==> config.mk <==
export PLATFORM = sky130hd
export DESIGN_NAME = fetch_stage_flat
export DESIGN_NICKNAME = d
export VERILOG_FILES = /design/src/rtl/fetch_pkg.sv /design/src/rtl/fetch_if.sv /design/src/rtl/fetch_stage.sv /design/src/flat_wrapper.sv
export SDC_FILE = /design/constraint.sdc
export NUM_CORES = 1
export LEC_CHECK = 0
export CORE_ASPECT_RATIO = 0.8
export CORE_MARGIN = 4
export CORE_UTILIZATION = 41
export CTS_CLUSTER_DIAMETER = 150
export DETAILED_ROUTE_END_ITERATION = 12
export PLACE_DENSITY_LB_ADDON = 0.2
export SLEW_MARGIN = 20
export SYNTH_ARGS = -nofsm -noshare
export SYNTH_HDL_FRONTEND = slang
export SYNTH_SLANG_ARGS = --single-unit
export TNS_END_PERCENT = 20
==> constraint.sdc <==
create_clock -name clk -period 3.35 [get_ports clk]
set_input_delay 1.005 -clock clk [delete_from_list [all_inputs] [get_ports clk]]
set_output_delay 1.005 -clock clk [all_outputs]
set_load 0.02 [all_outputs]
==> src/rtl/fetch_pkg.sv <==
// Shared types and constants for the instruction-fetch stage.
package fetch_pkg;

  typedef enum logic [1:0] {
    BOOT  = 2'd0,
    RUN   = 2'd1,
    FAULT = 2'd2
  } fetch_state_t;

  localparam int unsigned INSTR_BYTES = 4;

endpackage

==> src/rtl/fetch_if.sv <==
// Instruction-ROM read port: fetch stage drives address/enable/flush, ROM returns
// registered read data one cycle later.
interface fetch_if #(
  parameter int WIDTH = 32
);
  logic [WIDTH-1:0] addr;
  logic             en;
  logic             flush;
  logic [WIDTH-1:0] rd;

  modport master (output addr, output en, output flush, input rd);
  modport slave  (input addr, input en, input flush, output rd);
endinterface

==> src/rtl/fetch_stage.sv <==
// Instruction-fetch stage: owns the PC, drives the ROM port, and pairs the ROM's
// registered output with the PC it was fetched from.
module fetch_stage
  import fetch_pkg::*;
#(
  parameter int               WIDTH    = 32,
  parameter int               LENGTH   = 256,
  parameter logic [WIDTH-1:0] RESET_PC = '0,
  parameter logic [WIDTH-1:0] NOP      = '0
) (
  input  logic             clk,
  input  logic             rst_n,
  input  logic             stall_i,
  input  logic             redirect_i,
  input  logic [WIDTH-1:0] redirect_pc_i,
  fetch_if.master          imem,
  output logic [WIDTH-1:0] instr_o,
  output logic [WIDTH-1:0] pc_o,
  output logic [WIDTH-1:0] pc_plus4_o,
  output logic             valid_o,
  output logic             fault_o
);

  // One extra bit so LENGTH*4 never aliases when it equals 2^WIDTH.
  localparam logic [WIDTH:0] LIMIT = (WIDTH+1)'(LENGTH * INSTR_BYTES);

  fetch_state_t     r_state;
  logic [WIDTH-1:0] r_pc;
  logic [WIDTH-1:0] r_pc_d;
  logic             r_valid;

  logic w_fault_now;
  logic w_fetch;

  assign w_fault_now = (r_pc[1:0] != 2'b00) | ({1'b0, r_pc} >= LIMIT);
  assign w_fetch     = (r_state != FAULT) & ~stall_i & ~redirect_i & ~w_fault_now;

  // NOTE: the ROM port is gated by rst_n so no read or clear is issued while reset
  // is held; the registers alone cannot guarantee that because reset is async.
  assign imem.addr  = r_pc;
  assign imem.en    = w_fetch & rst_n;
  assign imem.flush = redirect_i & (r_state != FAULT) & rst_n;

  // NOTE: sequential state uses non-blocking assignments only, so every register
  // samples pre-edge values regardless of block ordering.
  always_ff @(posedge clk or negedge rst_n) begin
    if (!rst_n) begin
      r_state <= BOOT;
    end else begin
      case (r_state)
        BOOT:    r_state <= RUN;
        RUN:     if (w_fault_now) r_state <= FAULT;
        FAULT:   r_state <= FAULT;
        default: r_state <= BOOT;
      endcase
    end
  end

  // A fault in RUN beats a redirect; FAULT ignores everything until reset.
  always_ff @(posedge clk or negedge rst_n) begin
    if (!rst_n) begin
      r_pc    <= RESET_PC;
      r_pc_d  <= '0;
      r_valid <= 1'b0;
    end else if ((r_state == RUN) && w_fault_now) begin
      r_valid <= 1'b0;
    end else if (r_state != FAULT) begin
      if (redirect_i) begin
        r_pc    <= redirect_pc_i;
        r_pc_d  <= '0;
        r_valid <= 1'b0;
      end else if (w_fetch) begin
        r_pc_d  <= r_pc;
        r_pc    <= r_pc + WIDTH'(INSTR_BYTES);
        r_valid <= 1'b1;
      end
    end
  end

  assign valid_o    = r_valid & (r_state == RUN);
  assign instr_o    = valid_o ? imem.rd : NOP;
  assign pc_o       = r_pc_d;
  assign pc_plus4_o = r_pc_d + WIDTH'(INSTR_BYTES);
  assign fault_o    = (r_state == FAULT);

endmodule

==> src/flat_wrapper.sv <==
// flat-port wrapper written by rule: the top's interface ports become plain ports
module fetch_stage_flat import fetch_pkg::*;
#(
  parameter int               WIDTH    = 32,
  parameter int               LENGTH   = 256,
  parameter logic [WIDTH-1:0] RESET_PC = '0,
  parameter logic [WIDTH-1:0] NOP      = '0
)
  (clk, rst_n, stall_i, redirect_i, redirect_pc_i, instr_o, pc_o, pc_plus4_o, valid_o, fault_o, imem_addr, imem_en, imem_flush, imem_rd);
  fetch_if #(.WIDTH(WIDTH)) imem_i ();
  input  logic clk;
  input  logic rst_n;
  input  logic stall_i;
  input  logic redirect_i;
  input  logic [WIDTH-1:0] redirect_pc_i;
  output logic [WIDTH-1:0] instr_o;
  output logic [WIDTH-1:0] pc_o;
  output logic [WIDTH-1:0] pc_plus4_o;
  output logic valid_o;
  output logic fault_o;
  output wire logic [$bits(imem_i.addr)-1:0] imem_addr;
  output wire logic [$bits(imem_i.en)-1:0] imem_en;
  output wire logic [$bits(imem_i.flush)-1:0] imem_flush;
  input wire logic [$bits(imem_i.rd)-1:0] imem_rd;
  assign imem_addr = imem_i.addr;
  assign imem_en = imem_i.en;
  assign imem_flush = imem_i.flush;
  assign imem_i.rd = imem_rd;
  fetch_stage #(.WIDTH(WIDTH), .LENGTH(LENGTH), .RESET_PC(RESET_PC), .NOP(NOP)) u_core (.clk(clk), .rst_n(rst_n), .stall_i(stall_i), .redirect_i(redirect_i), .redirect_pc_i(redirect_pc_i), .imem(imem_i), .instr_o(instr_o), .pc_o(pc_o), .pc_plus4_o(pc_plus4_o), .valid_o(valid_o), .fault_o(fault_o));
endmodule
==> Yosys cells after proc, flatten, opt, wreduce, memory -nomap -nowiden <==
Index checks and enable logic that the tools add are counted.
{ "totals": {"regBits": 67, "in_bits": 68, "output_inout_bits": 132, "word_cells": 42} }
{ "classes": {"addsub": 2, "order_cmp": 1, "eq_ne": 4, "muxes": 11, "bitwise": 12, "n_reduce_logical": 8} }
{ "op_table": {"columns": ["op", "n"], "rows": [
  ["$mux 32", 5],
  ["$add 32x3->32 const B", 2],
  ["$ge 32x11->1 const B", 1],
  ["$and 1x1->1", 7],
  ["$pmux 2 s3", 1],
  ["$reduce_bool 2->1", 3],
  ["$mux 1", 4],
  ["$not 1->1", 4],
  ["$reduce_and 3->1", 1],
  ["$reduce_bool 3->1", 1],
  ["$eq 2x1->1 const B", 1],
  ["$eq 2x2->1 const B", 1],
  ["$logic_not 2->1", 1],
  ["$mux 2", 1],
  ["$ne 2x1->1 const B", 1],
  ["$ne 2x2->1 const B", 1],
  ["$reduce_and 2->1", 1],
  ["$logic_and 1x1->1", 1],
  ["$or 1x1->1", 1]
]} }

==> Depth between registers and ports, before layout <==
{ "depth": {"depth_word": 8, "ltp_mapped": 10, "depth_no_buf": 7} }

==> Worst setup path before layout <==
Ideal clock, no wire load.
{ "synth_path": {"kind": "reg-to-output", "startpoint": "register u_core.r_pc_d[4], in the netlist u_core.pc_o[4]", "endpoint": "output pc_plus4_o[31]", "t_arrival_ps": 2116, "required_ps": 2345, "slack_ps": 229, "stages_incl_launch_ff": 6, "n_path_buf": 0, "cell_sequence": "dfrtp_1 -> nand4_1 -> or3_1 -> nor3b_1 -> nand4_1 -> xnor2_1"} }
{ "synth_between": {"elab_chain_len": 1} }
{ "synth_rtl": {"columns": ["item", "line_no", "text"], "rows": [
  ["start: declaration", "fetch_stage.sv:29", "logic [WIDTH-1:0] r_pc_d;"],
  ["start signal: assignment", "fetch_stage.sv:73", "r_pc_d <= r_pc;"],
  ["$add 32x3->32", "fetch_stage.sv:83", "assign pc_plus4_o = r_pc_d + WIDTH'(INSTR_BYTES);"],
  ["end: declaration", "flat_wrapper.sv:18", "output logic [WIDTH-1:0] pc_plus4_o;"]
]} }
Every way passes these cells.

==> Final worst setup path <==
{ "layout_path": {"startpoint": "input imem_rd[7]", "endpoint": "output instr_o[7]"} }
{ "layout_between": {"elab_chain_len": 1} }
{ "layout_rtl": {"columns": ["item", "line_no", "text"], "rows": [
  ["start: declaration", "flat_wrapper.sv:24", "input wire logic [$bits(imem_i.rd)-1:0] imem_rd;"],
  ["$mux 32", "fetch_stage.sv:81", "assign instr_o = valid_o ? imem.rd : NOP;"],
  ["end: declaration", "flat_wrapper.sv:16", "output logic [WIDTH-1:0] instr_o;"]
]} }
Every way passes these cells.

==> metrics <==
ys flop type=dfrtp_1; PnR worst setup slack=around 0.091 ns; Crit path max-delay family=buffers and inverters; total power=between 4 and 5 mW; crit share post-route=97.3%; ratio of cells with drive above 1 in the final layout=13.2%; startpoint types=input port; antenna cells=0; die width=120 microns; core area=9690 sq um; hold path start=u_core.pc_o[0]; Cell Pwr Density=697 nW/um^2; max incr delay on CP=approximately 0.60 ns; Final min period=~3.3 ns; Ys Warns=0; # DRC=0; Congestion Overflow GR=0; Syn Area/Cell=about 8.9 sq um; total routed wirelength=14100 microns; class of the most critical setup path=input port to primary output; Core Rows=32; largest net degree at the start of global routing=between 60 and 70; worst path required time=2.34 ns; clk sinks=67; Area after DPL=6460 sq um; Post-synth EDFFs=0; DP Wirelength=10500 microns; RD Place Congestion=0.850; DRT Pass-1 Iters=4; Register-to-Register Path Depth=6; Syn Inst Count=460; Area growth syn-to-layout=66.7%; CTS root buf=clkbuf_16; DRT antenna net count=0; IO Count=200; flops & latches, synth=67; clock latency on the worst-skew pair=roughly 0.33 ns; sequential fraction of the synthesis area=around two fifths; Num CTS Buffers=9; synth top area cells=dfrtp_1 (41%), and3_1 (6.0%), and2_1 (4.3%); reg2reg end=u_core.imem.addr[26]; clock buffer depth=2; RSZ-0062 raised after global routing=true; slowest cell on the critical path=clkdlybuf4s50_1; Final Hold Vio Count=0; CTS tree=built; CTS H-tree lvls=3; commonest cells in the synthesized netlist=dfrtp_1 (67), and3_1 (39), nand2_1 (35); # nets final=758; worst path cell trace=clkdlybuf4s50_1, and3_1, clkdlybuf4s50_1; Core Util, Final=a little over two thirds; leakage dissipation=about 3.0 nW; CTS clk-pin slew, worst paths=0.06 ns; Synth cell types=between 50 and 60; Worst R2R Start=u_core.imem.addr[2]; CP Data Arrival Time=2.25 ns; antenna violations before repair=0; WL/cell=about 17 microns; CP Max Fanout=1; Die H=97.4 microns; via density per instance=between 5 and 6; final setup fails=0; initial core utilization=42.3%; Worst Setup End Kind=primary output; max-cap violations=0; global-route wire length before repair=22900 microns; share of synthesized registers carrying an async set or reset=100%; most common cell in the netlist=dfrtp_1; vias in the first global route=4575; Relative slew margins=around 40%; cell mode on critical path=clkdlybuf4s50_1; DP Worst Slack=-0.186 ns; hold-critical path depth=1; final instance area=approximately 6800 sq um; detailed router's first-iteration violation count=about 220; Worst-Margin Slew=0.887 ns; worst hold margin=about 0.52 ns; Syn Nets=535; die area=11700 sq um; Min-Delay Endpoint=u_core.pc_o[0]; HP Class=register to register; IO buf count=199; Achievable Freq=roughly 310 MHz; worst vdd ir=0.000405 V; reg-to-reg slack, setup=0.85 ns; vias=4508; Post-Syn Area=4100 sq um; cell taking the most area after synthesis=dfrtp_1; buffers plus inverters on the worst setup path=2; top cell type's share of synthesized area=about two fifths; status=finished clean; GRT Resource Usage Total=23.9%; Max Slew Vio Count=0; clock skew=roughly 0.010 ns
==> state kept, by name, summed over array words and instances, names as in the netlist <==
signal,flops
u_core.pc_o,32
u_core.r_state,2
u_core.imem.addr,32
u_core.r_valid,1
==> power breakdown <==
part | internal [mW] | total [mW] | leakage (nW) | switching, mW
clock network | 0.824 | 1.19 | 0.179 | 0.361
registers | 1.06 | 1.37 | 0.856 | 0.318
logic | 1.03 | 2.21 | 1.94 | 1.18
==> layout by cell type, fill, tap and decap left out, types with 3 or more instances in the layout <==
cell type / synthesis / routed
mux2i_1: 3 / 3
nand3_1: 18 / 18
a22oi_1: 3 / 3
bufinv_16: 0 / 4
dlygate4sd2_1: 0 / 6
and3_1: 39 / 39
a32o_1: 3 / 3
clkbuf_16: 0 / 9
clkbuf_2: 0 / 7
clkdlybuf4s50_1: 0 / 179
xnor2_1: 20 / 20
o31ai_1: 14 / 14
o21ai_0: 26 / 26
and2_1: 28 / 28
a31oi_1: 3 / 3
dfrtp_1: 67 / 67
nor4_1: 11 / 9
nand2_1: 35 / 35
a21oi_1: 11 / 11
o22ai_1: 3 / 3
nand4_1: 10 / 10
a32oi_1: 15 / 15
clkdlybuf4s15_1: 0 / 4
xor2_1: 8 / 8
or2_2: 4 / 4
mux2_2: 7 / 7
nand2b_1: 3 / 3
inv_1: 23 / 23
ha_1: 7 / 6
buf_4: 2 / 39
nor3_1: 8 / 7
nor2b_1: 4 / 4
nor2_1: 23 / 22
==> through the flow <==
stage	TNS, ns	instances
global placement	-0.226	806
CTS	-0.0587	822
finish	0	824
global route	-0.103	824
floorplan	0	460
detailed placement	-0.232	806
==> what timing repair did <==
action,4_1_cts,5_1_grt
gates resized for setup,25,26
pin swaps,1,1
buffers inserted,0,2
hold buffers,0,0
endpoints found under the setup margin,19,15
==> layout make-up <==
cell class              instances  area [sq um]
fillers                       780          2860
multi-input cells             342          2270
repair buffers                239          2250
flip-flops and latches         67          1680
clock buffers                  10           239
well taps                     136           170
clock inverters                 6           136
inverters                      24          90.1
==> kinds of logic (layout without fill, tap and decap cells) <==
group	count (synthesis)	in the layout	share of synthesized area, %
xor gates and xnor gates	28	28	5.98
muxes	10	10	2.66
adders and majority gates	7	7	2.14
buffers and inverters	51	279	4.88
DFF	67	67	40.9
AOI/OAI and AO/OA	101	101	17.3
and+or+nand+nor	196	196	26.1
==> worst max-delay path by stage <==
stage	from	endpoint	slack, ns	cells after the start
finish	imem_rd[7]	instr_o[7]	0.09	3
global route	u_core.pc_o[4]	pc_plus4_o[27]	-0.04	7
CTS	u_core.pc_o[4]	pc_plus4_o[29]	-0.06	7
detailed placement	redirect_i	imem_en	-0.19	5
global placement	redirect_i	imem_en	-0.19	5
floorplan	u_core.pc_o[4]	pc_plus4_o[31]	0.23	5
==> metal layers <==
layer  vias to the layer above  track usage [%]  wire, microns  share of wire [%]
li1                       2124                -              -                  -
met3                        22             6.46           1020                7.2
met2                       205             40.6           6940                 49
met4                         0             6.16            271                1.9
met5                         -                0              0                  0
met1                      2157             30.2           5870                 42
Power figures use the tool's default switching activity.
